`src/rtl/fft_unload_if.sv`:
```
// Downstream bin stream of the FFT unload block: one complex bin per valid/ready handshake.
// Sized by BIT_WIDTH (component width) and N (index width).
interface fft_unload_if #(
    parameter int BIT_WIDTH = 16,
    parameter int N         = 9
);
    logic [BIT_WIDTH-1:0] out_re;
    logic [BIT_WIDTH-1:0] out_im;
    logic [N-1:0]         out_idx;
    logic                 out_valid;
    logic                 out_ready;
    logic                 out_last;

    modport master (
        output out_re,
        output out_im,
        output out_idx,
        output out_valid,
        output out_last,
        input  out_ready
    );

    modport slave (
        input  out_re,
        input  out_im,
        input  out_idx,
        input  out_valid,
        input  out_last,
        output out_ready
    );
endinterface

```
`src/rtl/fft_unload.sv`:
```
// Streams a finished FFT result bank out in natural bin order over a valid/ready interface.
// Optional macro UNLOAD_HALF_EN: emit only bins 0..2^(N-1)-1 (non-redundant half of a real spectrum).
module fft_unload #(
    parameter int BIT_WIDTH = 16,
    parameter int N         = 9
) (
    input  logic                   clk,
    input  logic                   reset,
    input  logic                   fft_done,
    input  logic                   read_sel,
    output logic [N-1:0]           r0_add_rd,
    output logic [N-1:0]           r1_add_rd,
    input  logic [2*BIT_WIDTH-1:0] r0_data,
    input  logic [2*BIT_WIDTH-1:0] r1_data,
    fft_unload_if.master           stream,
    output logic                   busy,
    output logic                   unload_done
);

`ifdef UNLOAD_HALF_EN
    localparam logic [N-1:0] LAST = {1'b0, {(N-1){1'b1}}};
`else
    localparam logic [N-1:0] LAST = {N{1'b1}};
`endif

    typedef enum logic [1:0] {
        IDLE    = 2'd0,
        FETCH   = 2'd1,
        PRESENT = 2'd2,
        FINISH  = 2'd3
    } state_t;

    state_t               state_r;
    state_t               state_s;
    logic [N-1:0]         cnt_r;
    logic [N-1:0]         cnt_s;
    logic [N-1:0]         cnt_inc_s;
    logic                 bank_q_r;
    logic                 bank_q_s;
    logic [N-1:0]         r0_add_r;
    logic [N-1:0]         r0_add_s;
    logic [N-1:0]         r1_add_r;
    logic [N-1:0]         r1_add_s;
    logic [BIT_WIDTH-1:0] re_r;
    logic [BIT_WIDTH-1:0] re_s;
    logic [BIT_WIDTH-1:0] im_r;
    logic [BIT_WIDTH-1:0] im_s;
    logic [N-1:0]         idx_r;
    logic [N-1:0]         idx_s;
    logic                 valid_r;
    logic                 valid_s;
    logic                 last_r;
    logic                 last_s;
    logic                 busy_r;
    logic                 busy_s;
    logic                 done_r;
    logic                 done_s;
    logic                 hs_s;
    logic [2*BIT_WIDTH-1:0] bank_data_s;

    // Handshake, next index and the data word of the latched bank.
    always_comb begin
        hs_s        = valid_r & stream.out_ready;
        cnt_inc_s   = cnt_r + N'(1);
        bank_data_s = bank_q_r ? r1_data : r0_data;
    end

    // State register.
    always_ff @(posedge clk or posedge reset) begin
        if (reset) begin
            state_r <= IDLE;
        end else begin
            state_r <= state_s;
        end
    end

    // Next state and next values of every registered output.
    // Bank addresses are registered on entry to FETCH so the RAM sees a stable
    // address for the whole FETCH cycle; the result is captured entering PRESENT.
    always_comb begin
        state_s  = state_r;
        cnt_s    = cnt_r;
        bank_q_s = bank_q_r;
        r0_add_s = {N{1'b0}};
        r1_add_s = {N{1'b0}};
        re_s     = re_r;
        im_s     = im_r;
        idx_s    = idx_r;
        valid_s  = valid_r;
        last_s   = last_r;
        case (state_r)
            IDLE: begin
                if (fft_done) begin
                    state_s  = FETCH;
                    cnt_s    = {N{1'b0}};
                    bank_q_s = read_sel;
                end else begin
                    state_s  = IDLE;
                end
            end
            FETCH: begin
                state_s = PRESENT;
                re_s    = bank_data_s[2*BIT_WIDTH-1:BIT_WIDTH];
                im_s    = bank_data_s[BIT_WIDTH-1:0];
                idx_s   = cnt_r;
                valid_s = 1'b1;
                last_s  = (cnt_r == LAST);
            end
            PRESENT: begin
                if (hs_s) begin
                    valid_s = 1'b0;
                    last_s  = 1'b0;
                    if (last_r) begin
                        state_s = FINISH;
                    end else begin
                        state_s = FETCH;
                        cnt_s   = cnt_inc_s;
                        if (bank_q_r) begin
                            r1_add_s = cnt_inc_s;
                        end else begin
                            r0_add_s = cnt_inc_s;
                        end
                    end
                end else begin
                    state_s = PRESENT;
                end
            end
            FINISH: begin
                state_s = IDLE;
            end
            default: begin
                state_s = IDLE;
                valid_s = 1'b0;
                last_s  = 1'b0;
            end
        endcase
        busy_s = (state_s != IDLE);
        done_s = (state_s == FINISH);
    end

    // Output, address and datapath registers.
    always_ff @(posedge clk or posedge reset) begin
        if (reset) begin
            cnt_r    <= {N{1'b0}};
            bank_q_r <= 1'b0;
            r0_add_r <= {N{1'b0}};
            r1_add_r <= {N{1'b0}};
            re_r     <= {BIT_WIDTH{1'b0}};
            im_r     <= {BIT_WIDTH{1'b0}};
            idx_r    <= {N{1'b0}};
            valid_r  <= 1'b0;
            last_r   <= 1'b0;
            busy_r   <= 1'b0;
            done_r   <= 1'b0;
        end else begin
            cnt_r    <= cnt_s;
            bank_q_r <= bank_q_s;
            r0_add_r <= r0_add_s;
            r1_add_r <= r1_add_s;
            re_r     <= re_s;
            im_r     <= im_s;
            idx_r    <= idx_s;
            valid_r  <= valid_s;
            last_r   <= last_s;
            busy_r   <= busy_s;
            done_r   <= done_s;
        end
    end

    assign r0_add_rd        = r0_add_r;
    assign r1_add_rd        = r1_add_r;
    assign stream.out_re    = re_r;
    assign stream.out_im    = im_r;
    assign stream.out_idx   = idx_r;
    assign stream.out_valid = valid_r;
    assign stream.out_last  = last_r;
    assign busy             = busy_r;
    assign unload_done      = done_r;

endmodule
```
`src/flat_wrapper.sv`:
```
// flat-port wrapper written by rule: the top's interface ports become plain ports
module fft_unload_flat 
#(
    parameter int BIT_WIDTH = 16,
    parameter int N         = 9
)
  (clk, reset, fft_done, read_sel, r0_add_rd, r1_add_rd, r0_data, r1_data, busy, unload_done, stream_out_re, stream_out_im, stream_out_idx, stream_out_valid, stream_out_last, stream_out_ready);
  fft_unload_if #(.BIT_WIDTH(BIT_WIDTH), .N(N)) stream_i ();
  input  logic clk;
  input  logic reset;
  input  logic fft_done;
  input  logic read_sel;
  output logic [N-1:0] r0_add_rd;
  output logic [N-1:0] r1_add_rd;
  input  logic [2*BIT_WIDTH-1:0] r0_data;
  input  logic [2*BIT_WIDTH-1:0] r1_data;
  output logic busy;
  output logic unload_done;
  output wire logic [$bits(stream_i.out_re)-1:0] stream_out_re;
  output wire logic [$bits(stream_i.out_im)-1:0] stream_out_im;
  output wire logic [$bits(stream_i.out_idx)-1:0] stream_out_idx;
  output wire logic [$bits(stream_i.out_valid)-1:0] stream_out_valid;
  output wire logic [$bits(stream_i.out_last)-1:0] stream_out_last;
  input wire logic [$bits(stream_i.out_ready)-1:0] stream_out_ready;
  assign stream_out_re = stream_i.out_re;
  assign stream_out_im = stream_i.out_im;
  assign stream_out_idx = stream_i.out_idx;
  assign stream_out_valid = stream_i.out_valid;
  assign stream_out_last = stream_i.out_last;
  assign stream_i.out_ready = stream_out_ready;
  fft_unload #(.BIT_WIDTH(BIT_WIDTH), .N(N)) u_core (.clk(clk), .reset(reset), .fft_done(fft_done), .read_sel(read_sel), .r0_add_rd(r0_add_rd), .r1_add_rd(r1_add_rd), .r0_data(r0_data), .r1_data(r1_data), .stream(stream_i), .busy(busy), .unload_done(unload_done));
endmodule
```
`config.mk`:
```
export PLATFORM = sky130hd
export DESIGN_NAME = fft_unload_flat
export DESIGN_NICKNAME = d
export VERILOG_FILES = /design/src/rtl/fft_unload_if.sv /design/src/rtl/fft_unload.sv /design/src/flat_wrapper.sv
export SDC_FILE = /design/constraint.sdc
export NUM_CORES = 1
export LEC_CHECK = 0
export BUFFER_PORTS_ARGS = -buffer_cell sky130_fd_sc_hd__clkbuf_2
export CAP_MARGIN = 20
export CORE_MARGIN = 2
export CORE_UTILIZATION = 45
export DETAILED_ROUTE_END_ITERATION = 6
export PLACE_DENSITY = 0.82
export SLEW_MARGIN = 20
export SYNTH_ARGS = -nofsm -noshare
export SYNTH_HDL_FRONTEND = slang
export SYNTH_SLANG_ARGS = --single-unit
```
`constraint.sdc`:
```
create_clock -name clk -period 5.2 [get_ports clk]
set_clock_uncertainty 0.15 [all_clocks]
set_input_delay 1.04 -clock clk [delete_from_list [all_inputs] [get_ports clk]]
set_output_delay 1.04 -clock clk [all_outputs]
set_load 0.02 [all_outputs]
```
Word level (Yosys, flattened, before mapping)
Cells that the tools add are included.

Bits in registers: 75. Bits of input ports: 69. Logic and storage cells: 49.

$add $sub $neg: 1. Equality and inequality tests: 8. Multiplexer cells: 20. Bitwise operators: 1. Reductions and logical operators: 7.

Operator list (number): two-way mux 9 bit (11); two-way mux 32 bit (1); case mux 9 bit (2 select lines) (1); adder 9 x 1 -> 9 bit, second input constant (1); equality test 9 bit, second input constant (1); case mux 2 bit (4 select lines) (1); equality test 2 bit, second input constant (3); nonzero test 2 bit (3); two-way mux 2 bit (2); inequality test 2 bit, second input constant (2); case mux 1 bit (2 select lines) (2); AND reduction 2 bit (2); AND reduction 4 bit (1); equality test 2 x 1 -> 1 bit, second input constant (1); logical NOT 2 bit (1); two-way mux 1 bit (2); inequality test 2 x 1 -> 1 bit, second input constant (1); bitwise AND 1 bit (1).

Depth between registers and ports, before layout
Depth after elaboration: 5. Mapped depth: 6. Gate-level depth less buffers: 6.

Worst setup path before layout
OpenSTA, ideal clock, no wires.

Kind: input to register. Start: input stream_out_ready. End: register u_core.cnt_r[6]. Setup time: 76 ps. Arrival: 1764 ps. Required time: 4974 ps. Path slack: 3210 ps. Cell stages on the path: 4. Cell sequence: and3b_1 > nand2_1 > or3_1 > o21ai_1.

Longest elaborated chain between the ends: 3.

Ends and longest elaborated chain: from (decl) (line flat_wrapper.sv:24) `input wire logic [$bits(stream_i.out_ready)-1:0] stream_out_ready;`; bitwise AND 1 bit (line fft_unload.sv:63) `hs_s = valid_r & stream.out_ready;`; inequality test 2 x 1 -> 1 bit (no line); AND reduction 4 bit (no line); to (signal assigned) (line fft_unload.sv:144) `cnt_r <= {N{1'b0}};`; to (signal assigned) (line fft_unload.sv:156) `cnt_r <= cnt_s;`; to (decl) (line fft_unload.sv:35) `logic [N-1:0] cnt_r;`.

Every way passes these cells. A chain may end at the register's enable or synchronous reset.

Worst setup path in the final report
Start: register u_core.valid_r (netlist: u_core.stream.out_valid). End: output stream_out_valid.

RTL lines: from (decl) (line fft_unload.sv:50) `logic valid_r;`; from (signal assigned) (line fft_unload.sv:163) `valid_r <= valid_s;`; to (decl) (line flat_wrapper.sv:22) `output wire logic [$bits(stream_i.out_valid)-1:0] stream_out_valid;`.

No word-level cell between the ends.

==> impl_metrics.csv <==
group,metric,value,unit
die,pin_count,132,
die,core.rowCount,30,
yosys,yosys-top-cells-area,"dfrtp_1, mux2i_1, o21ai_1",
power,leakage,2.21,nW
setup_path,crit_chain,"clkbuf_2",
yosys,synth_area_leader_cell,"dfrtp_1",
yosys,synth_enable_flop_cells,0,
clocking,cts-hold-fix-buffers,0,
routing,firstDrtPassIters,4,
die,fp.dieW,87.6,um
placed_design,dp_hpwl,5.21,mm
setup_path,reg2reg_from,"u_core.state_r[1]$_DFF_PP0_",
clocking,cts.sinks,75,
setup_path,reg2reg_depth,4,
timing,tns,0,ps
global_route,grt_pass1_vias,2337,
yosys,yosys_register_bits,75,
timing,slew_violations,0,
routing,route.detailed.drc,0,
timing,setup_viol,0,
yosys,synth.avg_cell_area,11.0,um2
timing,fin_crit_sh,41.3,%
die,dieArea,7670,um2
clocking,clk_pin_slew_worst_paths,80,ps
cells_and_area,nFillCells,574,
routing,ant_nets,0,
clocking,numCtsBuffers,9,
routing,viasPerCell,4.84,
setup_path,required,4010,ps
global_route,grt_first_pass_wirelength,10.8,mm
yosys,synthMuxAreaShare,13.1,%
worst_hold_path,hp-class,"register to register",
job,maxCapViolCount,0,
setup_path,r2r-end,"u_core.busy$_DFF_PP0_",
setup_path,start_kind,"register",
die,start_util,46.3,%
clocking,cts_buffer_depth,2,
placed_design,place_area,3880,um2
worst_hold_path,hold_end,"u_core.stream.out_re[15]$_DFFE_PP0P_",
setup_path,cp_slowest_cell,"dfrtp_1",
global_route,track_usage,18.5,%
clocking,root_buffer,"clkbuf_8",
yosys,synth_top_family_by_area,"multiplexers",
routing,wirelength,7.07,mm
yosys,syn_nets,358,
run_status,status,"complete, no violations",
placed_design,io_buffers,131,
yosys,synthAdderAreaFrac,0.796,%
power,irDropWorstVdd,0.319,mV
cells_and_area,antenna-diode-count,0,
yosys,synth.top_cell.area_share,59.7,%
yosys,ys_seq_area_share,59.7,%
timing,hold_viol_final,0,
routing,vias,2505,
timing,slew_headroom,33.7,%
cells_and_area,fin_area,4130,um2
clocking,cts_htree_levels,3,
timing,rsz0062_at_grt,"no",
setup_path,rrSetupSlack,3260,ps
die,coreArea,6790,um2
setup_path,end_kind,"output pin",
setup_path,worstPathMaxFanout,6,
cells_and_area,drive_above_1_share,37.0,%
global_route,grt-ovfl-total,0,
die,fp.dieH,87.6,um
global_route,antenna_found_initial,0,
worst_hold_path,hold_depth,2,
yosys,netlist_area,3140,um2
cells_and_area,layout.nets,489,
timing,fin_crit,2150,ps
yosys,ys_warn_count,0,
setup_path,critPathMaxStageDelay,420,ps
yosys,yosys.area_share.simple,12.6,%
clocking,tritoncts,"built",
worst_hold_path,hold_path_startpoint,"u_core.stream.out_re[15]$_DFFE_PP0P_",
yosys,synth_compound_area_share,9.43,%
routing,drt_iter0_drc,171,
setup_path,crit_buf_inv,1,
timing,tightest_slew,995,ps
setup_path,cp.arrival,960,ps
yosys,synth_xor_area_share,1.39,%
clocking,cts_setup_buffers,0,
timing,fmax,466,MHz
setup_path,crit_family,"flip-flops",
global_route,grt_max_degree,79,
routing,wl_per_cell,13.6,um
setup_path,crit_type,"register to output pin",
yosys,async_reset_ff_share,100,%
yosys,synthCells,287,
clocking,clkLatencyLatePin,330,ps
yosys,ys_types,37,
placed_design,globalplace.congestion,0.846,
power,power.density,542,nW/um2
clocking,cts.repair.resized,0,
cells_and_area,area_growth_syn_to_layout,31.2,%
yosys,synth_ff_type,"dfrtp_1",
synthesized netlist by cell type (2+ instances only):
cell type / number
dfrtp_1: 75
nand2_1: 42
o21ai_1: 33
mux2i_1: 32
nor2_1: 22
inv_1: 9
buf_2: 8
o21ai_0: 8
mux2_1: 7
a21oi_1: 6
nand3_1: 5
clkbuf_1: 4
nand2b_1: 3
or3_1: 3
xnor2_1: 3
and2_1: 2
and3_1: 2
ha_1: 2
o31ai_1: 2
xor2_1: 2
routing by layer:
layer | vias to the layer above | part of all wire, % | global-route usage [%]
met4 | 0 | 2.1 | 8.39
met5 | - | 0 | 0
met3 | 13 | 5.3 | 4.62
met1 | 1180 | 42 | 24.2
li1 | 1230 | - | -
met2 | 82 | 51 | 29.3
area by class of cell:
| type | count | area (um2) | area share, % |
|---|---|---|---|
| inverters | 9 | 33.8 | 0.819 |
| multi-input cells | 190 | 1170 | 28.5 |
| clock buffers | 11 | 151 | 3.67 |
| clock inverters | 4 | 97.6 | 2.37 |
| flip-flops and latches | 75 | 1880 | 45.5 |
| repair buffers | 133 | 671 | 16.3 |
| well taps | 96 | 120 | 2.91 |
stage by stage:
step / hold WS (ps) / power (mW) / std cells / setup WS [ps] / util, %
after floorplan: 320 / 1.44 / 287 / 2100 / -
after detailed placement: 325 / 1.71 / 503 / 2770 / 57.1
after CTS: 342 / 2.26 / 518 / 3030 / 60.7
final: 337 / 2.24 / 518 / 3050 / 60.7
after global placement: 315 / 1.67 / 503 / 2820 / 57.1
after global routing: 354 / 2.38 / 518 / 2980 / 60.7
cell families (layout without fill, tap and decap cells):
logic type	count (synthesis)	after routing
AOI/OAI and AO/OA	55	55
xor gates and xnor gates	5	5
adders and majority gates	2	2
muxes	40	40
buffers and inverters	22	157
DFF	75	75
and+or+nand+nor	88	88
how the worst max path moves through the flow:
stage	from	end	slack [ps]	depth (start not counted)
floorplan	reset	u_core.bank_q_r$_DFFE_PP0P_	2100	1
global placement	reset	u_core.bank_q_r$_DFFE_PP0P_	2820	3
detailed placement	reset	u_core.bank_q_r$_DFFE_PP0P_	2770	3
CTS	u_core.stream.out_valid$_DFFE_PP0P_	stream_out_valid	3030	1
global route	reset	u_core.bank_q_r$_DFFE_PP0P_	2980	3
finish	u_core.stream.out_valid$_DFFE_PP0P_	stream_out_valid	3050	1
state kept, by name, indices dropped and copies added (netlist names), 2 cells and up:
register,flops
u_core.cnt_r,9
u_core.state_r,2
u_core.stream.out_re,16
u_core.stream.out_idx,9
u_core.r1_add_rd,9
u_core.r0_add_rd,9
u_core.stream.out_im,16
report_power, final:
group / switching, mW / internal [mW] / leakage (nW)
Sequential: 0.168 / 0.743 / 0.981
Combinational: 0.471 / 0.305 / 1.11
Clock: 0.206 / 0.343 / 0.122
cell usage in the layout (no fill, tap or decap), types with 2 or more instances in the layout:
master,count
and2_1,2
clkbuf_8,11
o21ai_1,33
nor2_1,22
dfrtp_1,74
nand3_1,5
clkbuf_2,131
buf_4,2
xnor2_1,3
o31ai_1,2
a21oi_1,6
ha_1,2
xor2_1,2
inv_1,8
or3_1,3
nand2b_1,2
mux2i_1,32
mux2_1,7
bufinv_16,3
nand2_1,42
o21ai_0,8
and3_1,2
Note: power is estimated with default switching activity, not from simulation.
